File: config.mk
export PLATFORM = sky130hd
export DESIGN_NAME = uart_cmd_parser
export DESIGN_NICKNAME = d
export VERILOG_FILES = /design/src/rtl/coldstorage_pkg.sv /design/src/rtl/msg_hold_timer.sv /design/src/rtl/uart_cmd_parser.sv
export SDC_FILE = /design/constraint.sdc
export NUM_CORES = 1
export LEC_CHECK = 0
export BUFFER_PORTS_ARGS = -buffer_cell sky130_fd_sc_hd__buf_2
export CELL_PAD_IN_SITES_DETAIL_PLACEMENT = 1
export CELL_PAD_IN_SITES_GLOBAL_PLACEMENT = 2
export CORE_ASPECT_RATIO = 1.4
export CORE_UTILIZATION = 30
export DETAILED_ROUTE_END_ITERATION = 10
export GPL_ROUTABILITY_DRIVEN = 1
export PLACE_DENSITY_LB_ADDON = 0.1
export SYNTH_ARGS = -nofsm -noshare
export SYNTH_HDL_FRONTEND = slang
export SYNTH_SLANG_ARGS = --single-unit
File: constraint.sdc
create_clock -name clk -period 4.4 [get_ports clk]
set_input_delay 0.44 -clock clk [delete_from_list [all_inputs] [get_ports clk]]
set_output_delay 0.44 -clock clk [all_outputs]
set_load 0.1 [all_outputs]
File: src/rtl/coldstorage_pkg.sv
// Shared constants, parser state encoding and message struct for the cold-storage UART command path.
package coldstorage_pkg;

  localparam logic [7:0] CMD_L   = 8'h4C;
  localparam logic [7:0] CMD_A   = 8'h41;
  localparam logic [7:0] CMD_B   = 8'h42;
  localparam logic [7:0] CMD_C   = 8'h43;
  localparam logic [7:0] CMD_D   = 8'h44;
  localparam logic [7:0] CHR_0   = 8'h30;
  localparam logic [7:0] CHR_9   = 8'h39;
  localparam logic [7:0] CHR_CR  = 8'h0D;
  localparam logic [7:0] CHR_LF  = 8'h0A;
  localparam logic [7:0] CHR_ACK = 8'h4B;
  localparam logic [7:0] CHR_NAK = 8'h45;

  // Controller refreshes the LCD every 0.5 s; the hold must outlast one interval plus a cycle.
  localparam int LCD_INTERVAL_CYCLES = 50_000_000;
  localparam int HOLD_CYCLES_DEF     = LCD_INTERVAL_CYCLES + 2;
  localparam int TIMEOUT_CYCLES_DEF  = 10_000_000;

  typedef enum logic [1:0] {
    IDLE    = 2'd0,
    GOT_CMD = 2'd1,
    GOT_V0  = 2'd2,
    GOT_V1  = 2'd3
  } parse_state_t;

  typedef struct packed {
    logic [7:0] cmd;
    logic [7:0] v0;
    logic [7:0] v1;
  } cmd_msg_t;

  function automatic logic is_cmd(input logic [7:0] b);
    return (b == CMD_L) || (b == CMD_A) || (b == CMD_B) || (b == CMD_C) || (b == CMD_D);
  endfunction

  function automatic logic is_digit(input logic [7:0] b);
    return (b >= CHR_0) && (b <= CHR_9);
  endfunction

  function automatic logic is_term(input logic [7:0] b);
    return (b == CHR_CR) || (b == CHR_LF);
  endfunction

endpackage

File: src/rtl/msg_hold_timer.sv
// Loadable down-counter that stretches a one-cycle accept into a level lasting HOLD_CYCLES clocks.
module msg_hold_timer
  import coldstorage_pkg::*;
#(
  parameter int HOLD_CYCLES = HOLD_CYCLES_DEF
) (
  input  logic clk,
  input  logic rst_n,
  input  logic load,
  output logic active
);

  localparam int CW = $clog2(HOLD_CYCLES + 1);

  logic [CW-1:0] r_cnt;
  logic          r_active;

  // A load always wins over expiry, so back-to-back accepts keep the level solid.
  always_ff @(posedge clk or negedge rst_n) begin
    if (!rst_n) begin
      r_cnt    <= '0;
      r_active <= 1'b0;
    end else if (load) begin
      r_cnt    <= CW'(HOLD_CYCLES - 1);
      r_active <= 1'b1;
    end else if (r_cnt != '0) begin
      r_cnt    <= r_cnt - CW'(1);
    end else begin
      r_active <= 1'b0;
    end
  end

  assign active = r_active;

endmodule

File: src/rtl/uart_cmd_parser.sv
// Frames UART bytes into <cmd><digit><digit><CR|LF> commands for the logic controller.
// Define UART_CMD_ECHO_EN to add a one-entry 'K'/'E' status echo on tx_data/tx_valid/tx_ready.
module uart_cmd_parser
  import coldstorage_pkg::*;
#(
  parameter int TIMEOUT_CYCLES = TIMEOUT_CYCLES_DEF,
  parameter int HOLD_CYCLES    = HOLD_CYCLES_DEF,
  parameter int ERR_W          = 8
) (
  input  logic             clk,
  input  logic             rst_n,
  input  logic [7:0]       rx_data,
  input  logic             rx_valid,
  output logic [7:0]       chr_cmd,
  output logic [7:0]       chr_val0,
  output logic [7:0]       chr_val1,
  output logic             rx_msg_done,
  output logic             msg_pulse,
  output logic             busy,
  output logic [ERR_W-1:0] err_count
`ifdef UART_CMD_ECHO_EN
  ,
  output logic [7:0]       tx_data,
  output logic             tx_valid,
  input  logic             tx_ready
`endif
);

  localparam int TW = $clog2(TIMEOUT_CYCLES + 1);

  parse_state_t     r_state, w_next;
  cmd_msg_t         r_shadow, r_out;
  logic             r_busy, r_pulse;
  logic [ERR_W-1:0] r_err;
  logic [TW-1:0]    r_to_cnt;

  logic w_ld_cmd, w_ld_v0, w_ld_v1, w_accept, w_err, w_timeout;

  always_ff @(posedge clk or negedge rst_n) begin
    if (!rst_n) r_state <= IDLE;
    else        r_state <= w_next;
  end

  always_comb begin
    w_next    = r_state;
    w_ld_cmd  = 1'b0;
    w_ld_v0   = 1'b0;
    w_ld_v1   = 1'b0;
    w_accept  = 1'b0;
    w_err     = 1'b0;
    w_timeout = 1'b0;
    if (rx_valid) begin
      case (r_state)
        IDLE: begin
          if (is_cmd(rx_data)) begin
            w_ld_cmd = 1'b1;
            w_next   = GOT_CMD;
          end
        end
        GOT_CMD: begin
          if (is_digit(rx_data)) begin
            w_ld_v0 = 1'b1;
            w_next  = GOT_V0;
          end else begin
            w_err = 1'b1;
          end
        end
        GOT_V0: begin
          if (is_digit(rx_data)) begin
            w_ld_v1 = 1'b1;
            w_next  = GOT_V1;
          end else begin
            w_err = 1'b1;
          end
        end
        GOT_V1: begin
          if (is_term(rx_data)) begin
            w_accept = 1'b1;
            w_next   = IDLE;
          end else begin
            w_err = 1'b1;
          end
        end
        default: w_next = IDLE;
      endcase
      // An offending cmd char starts a fresh message instead of being thrown away.
      if (w_err) begin
        if (is_cmd(rx_data)) begin
          w_ld_cmd = 1'b1;
          w_next   = GOT_CMD;
        end else begin
          w_next   = IDLE;
        end
      end
    end else if (r_state != IDLE && r_to_cnt == TW'(TIMEOUT_CYCLES - 1)) begin
      w_timeout = 1'b1;
      w_next    = IDLE;
    end
  end

  always_ff @(posedge clk or negedge rst_n) begin
    if (!rst_n) begin
      r_to_cnt <= '0;
    end else if (rx_valid || r_state == IDLE || w_timeout) begin
      r_to_cnt <= '0;
    end else begin
      r_to_cnt <= r_to_cnt + TW'(1);
    end
  end

  always_ff @(posedge clk or negedge rst_n) begin
    if (!rst_n) begin
      r_shadow <= '{cmd: CHR_0, v0: CHR_0, v1: CHR_0};
      r_out    <= '{cmd: CHR_0, v0: CHR_0, v1: CHR_0};
      r_busy   <= 1'b0;
      r_pulse  <= 1'b0;
      r_err    <= '0;
    end else begin
      if (w_ld_cmd) r_shadow.cmd <= rx_data;
      if (w_ld_v0)  r_shadow.v0  <= rx_data;
      if (w_ld_v1)  r_shadow.v1  <= rx_data;
      // Shadow still holds the full message while the terminator is being sampled.
      if (w_accept) r_out <= r_shadow;
      r_pulse <= w_accept;
      r_busy  <= (w_next != IDLE);
      if ((w_err || w_timeout) && (r_err != '1)) r_err <= r_err + ERR_W'(1);
    end
  end

  msg_hold_timer #(
    .HOLD_CYCLES(HOLD_CYCLES)
  ) u_hold (
    .clk   (clk),
    .rst_n (rst_n),
    .load  (w_accept),
    .active(rx_msg_done)
  );

  assign chr_cmd   = r_out.cmd;
  assign chr_val0  = r_out.v0;
  assign chr_val1  = r_out.v1;
  assign msg_pulse = r_pulse;
  assign busy      = r_busy;
  assign err_count = r_err;

`ifdef UART_CMD_ECHO_EN
  logic [7:0] r_tx_data;
  logic       r_tx_valid;

  // Single slot: the newest status overwrites anything not yet taken.
  always_ff @(posedge clk or negedge rst_n) begin
    if (!rst_n) begin
      r_tx_data  <= 8'h00;
      r_tx_valid <= 1'b0;
    end else if (w_accept) begin
      r_tx_data  <= CHR_ACK;
      r_tx_valid <= 1'b1;
    end else if (w_err || w_timeout) begin
      r_tx_data  <= CHR_NAK;
      r_tx_valid <= 1'b1;
    end else if (r_tx_valid && tx_ready) begin
      r_tx_valid <= 1'b0;
    end
  end

  assign tx_data  = r_tx_data;
  assign tx_valid = r_tx_valid;
`endif

endmodule

==> flow_metrics.py <==
metrics = {
    "timing": {
        "hold_violations": 0,
        "slew_headroom_pct": 30.8,
        "setup_viol": 0,
        "clock_skew_ps": 10.7,
        "slew_violations": 0,
        "finalCriticalPeriod_ps": 3080,
        "grt_setup_unrepaired": "false",
        "max_freq_mhz": 325,
        "fin_crit_sh_pct": 69.9,
        "tns_ps": 0,
        "worst_pin_slew_ps": 1040,
    },
    "logic_synthesis": {
        "ys_seq_area_share_pct": 53.2,
        "async_flop_share_pct": 100,
        "synth.most_common_cell": "dfrtp_1",
        "synth_top_area_cell": "dfrtp_1",
        "synth_seq_cells": 111,
        "synthTopCellsByCount": "99 x dfrtp_1, 94 x nand2_1, 45 x nor2_1",
        "synthFlopType": "dfrtp_1",
        "synth.distinct_cells": 60,
        "synth_top_area_share_pct": 47.2,
        "syn_nets": 535,
        "synth_warnings": 0,
        "syn_area_per_cell_sq_um": 10.1,
        "syn_area_sq_mm": 0.00525,
        "synthTopCellsByArea": "dfrtp_1 47%, nand2_1 6.7%, dfstp_2 6.0%, xnor2_1 3.7%, nor2_1 3.2%",
        "synth_edf_count": 0,
        "synthCells": 517,
    },
    "clocking": {
        "clkTransAtPathRegs_ps": 80,
        "h-tree-depth": 3,
        "cts_setup_buffers": 0,
        "cts_tree": "yes",
        "cts-root-buf": "clkbuf_16",
        "clock_sinks": 111,
        "cts_resized": 0,
        "cts-hold-fix-buffers": 0,
        "clk_latency_ps": 360,
        "numCtsBuffers": 9,
        "cts_buffer_depth": 2,
    },
    "setup_path": {
        "path_max_fanout": 22,
        "worstSetupEndpointType": "flop",
        "slowest_stage": "nand2_1",
        "worst_ep_required_time_ps": 4670,
        "crit_type": "flop to flop",
        "slowest_delay_ps": 750,
        "crit_arrival_ps": 3350,
        "cp_cell_sequence": "inv_1 -> ha_1 -> nor4b_1 -> and3_1 -> a31oi_1 -> nand2_1 -> nor2_1",
        "cp-start-kind": "flop",
    },
    "place": {
        "place.gp.congestion": 0.703,
        "port-buffer-count": 45,
        "dp_hpwl_mm": 8.49,
        "dpl_cell_area_sq_mm": 0.00572,
        "dp_cells": 779,
    },
    "die": {
        "initial_core_util_pct": 30.9,
        "die_x_um": 114,
        "ios": 46,
        "die-height_um": 158,
        "design.core.area_sq_mm": 0.0170,
        "rows": 56,
        "dieArea_sq_mm": 0.0180,
    },
    "hold_path": {
        "min_path_type": "primary input to async pin",
    },
    "power_and_ir_drop": {
        "seqPwrFrac_pct": 46.7,
        "power_frac_comb_pct": 19.5,
        "powerDensity_mw_per_mm2": 408,
        "swShare_pct": 34.7,
        "power_switching_w": 0.000851,
        "p_leak_nw": 2.65,
        "peakVddDrop_uv": 310,
        "pwr-share-clk_pct": 33.7,
        "p_int_w": 0.00160,
    },
    "detailed_routing": {
        "vias": 3939,
        "drtIter0Drc": 93,
        "wirelength_mm": 12.5,
        "drc": 0,
        "post_drt_wl_per_cell_um": 15.8,
        "via_per_inst": 4.95,
        "ant_nets": 0,
        "drtPass1Iterations": 4,
    },
    "cells_and_area": {
        "syn_to_final_growth_pct": 14.6,
        "multiInputGateArea_sq_mm": 0.00232,
        "num_antenna_cells": 0,
        "fin_nets": 576,
        "register_area_sq_mm": 0.00279,
        "utilization_pct": 35.5,
        "stdcell_count": 795,
        "drive_gt1_share_pct": 17.9,
        "fillers": 1975,
        "postLayoutCellArea_sq_mm": 0.00601,
    },
    "grt": {
        "grt_max_degree": 64,
        "grt_pass1_vias": 4312,
        "grt_pass1_wl_mm": 22.1,
        "overflow": 0,
        "grt_usage_pct": 15.8,
        "antenna_found_initial": 0,
    },
    "flow_run": {
        "max_cap_viol_count": 0,
    },
    "run_status": {
        "outcome": "completed",
    },
}
## through the flow
step / setup slack, ps / hold WS [ps] / power, W
after global routing: 908 / 227 / 0.00258
final: 1320 / 166 / 0.00245
after detailed placement: 1250 / 445 / 0.00165
after CTS: 1240 / 207 / 0.00250
after global placement: 1370 / 442 / 0.00164
after floorplan: 2080 / 144 / 0.00153
## cell families after synthesis
family	Yosys count	synth area share, %
buffers and inverters	33	2.53
AO/OA/AOI/OAI	47	6.65
AND/OR/NAND/NOR	263	25.9
adder cells (fa/ha/maj)	7	1.67
flip-flops	111	53.2
multiplexers	16	3.39
XOR/XNOR	40	6.68
## placed cells by master, fill, tap and decap left out, types with 11 or more instances in the layout
cell	n
and2_1	11
buf_2	44
dfrtp_1	99
dfstp_2	12
inv_1	12
mux2_2	14
nand2_1	94
nand3_1	22
nor2_1	45
nor4_1	20
xnor2_1	22
xor2_1	18
## path summary, 6_finish.rpt
check,start,to,slack [ps],cells past startpoint
min reg2reg,r_shadow[21]$_DFFE_PN1P_,chr_cmd[5]$_DFFE_PN1P_,450,2
max in group asynchronous,rst_n,chr_val0[4]$_DFFE_PN1P_,3270,2
max reg2reg,r_state[1]$_DFF_PN0_,r_to_cnt[22]$_DFF_PN0_,1320,7
min in group clk,rx_valid,r_to_cnt[6]$_DFF_PN0_,370,2
min,rst_n,r_shadow[6]$_DFFE_PN0P_,170,1
max,r_state[1]$_DFF_PN0_,r_to_cnt[22]$_DFF_PN0_,1320,7
## flip-flops by register name, summed over array words and instances (netlist names)
register       count
u_hold.active      1
msg_pulse          1
chr_val0           8
r_state            2
chr_val1           8
u_hold.r_cnt      26
err_count          8
chr_cmd            8
busy               1
r_shadow          24
r_to_cnt          24
## metal layers
metal | up-vias | global-route usage (%) | routed length (um)
met5 | - | 0 | 0
met4 | 0 | 7.21 | 243
met3 | 15 | 2.32 | 289
met2 | 43 | 27.7 | 6310
met1 | 1997 | 19.1 | 5700
li1 | 1884 | - | -
## worst max-delay path: cells and delay by family (launching register included)
kind / cells / cell delay [ps]
compound gates: 1 / 730
fa+ha+maj: 1 / 370
buf+inv: 1 / 150
flops: 1 / 420
simple gates: 4 / 1310
## final cells by class
class	count	share of cell area, %
repair buffers	50	4.41
clock inverters	6	0.957
flip-flops and latches	111	46.4
clock buffers	10	3.97
multi-input cells	373	38.6
inverters	13	0.811
well taps	232	4.83
## power groups by stage
stage          Sequential [W]  Combinational (W)  Clock [W]
6_report              0.00115           0.000479   0.000827
3_5_place_dp          0.00116           0.000486          0
4_1_cts               0.00115           0.000487   0.000868
3_3_place_gp          0.00116           0.000481          0
5_1_grt               0.00116           0.000516   0.000905
2_1_floorplan         0.00139           0.000141          0
No activity file was read; power rests on OpenSTA's default activity.
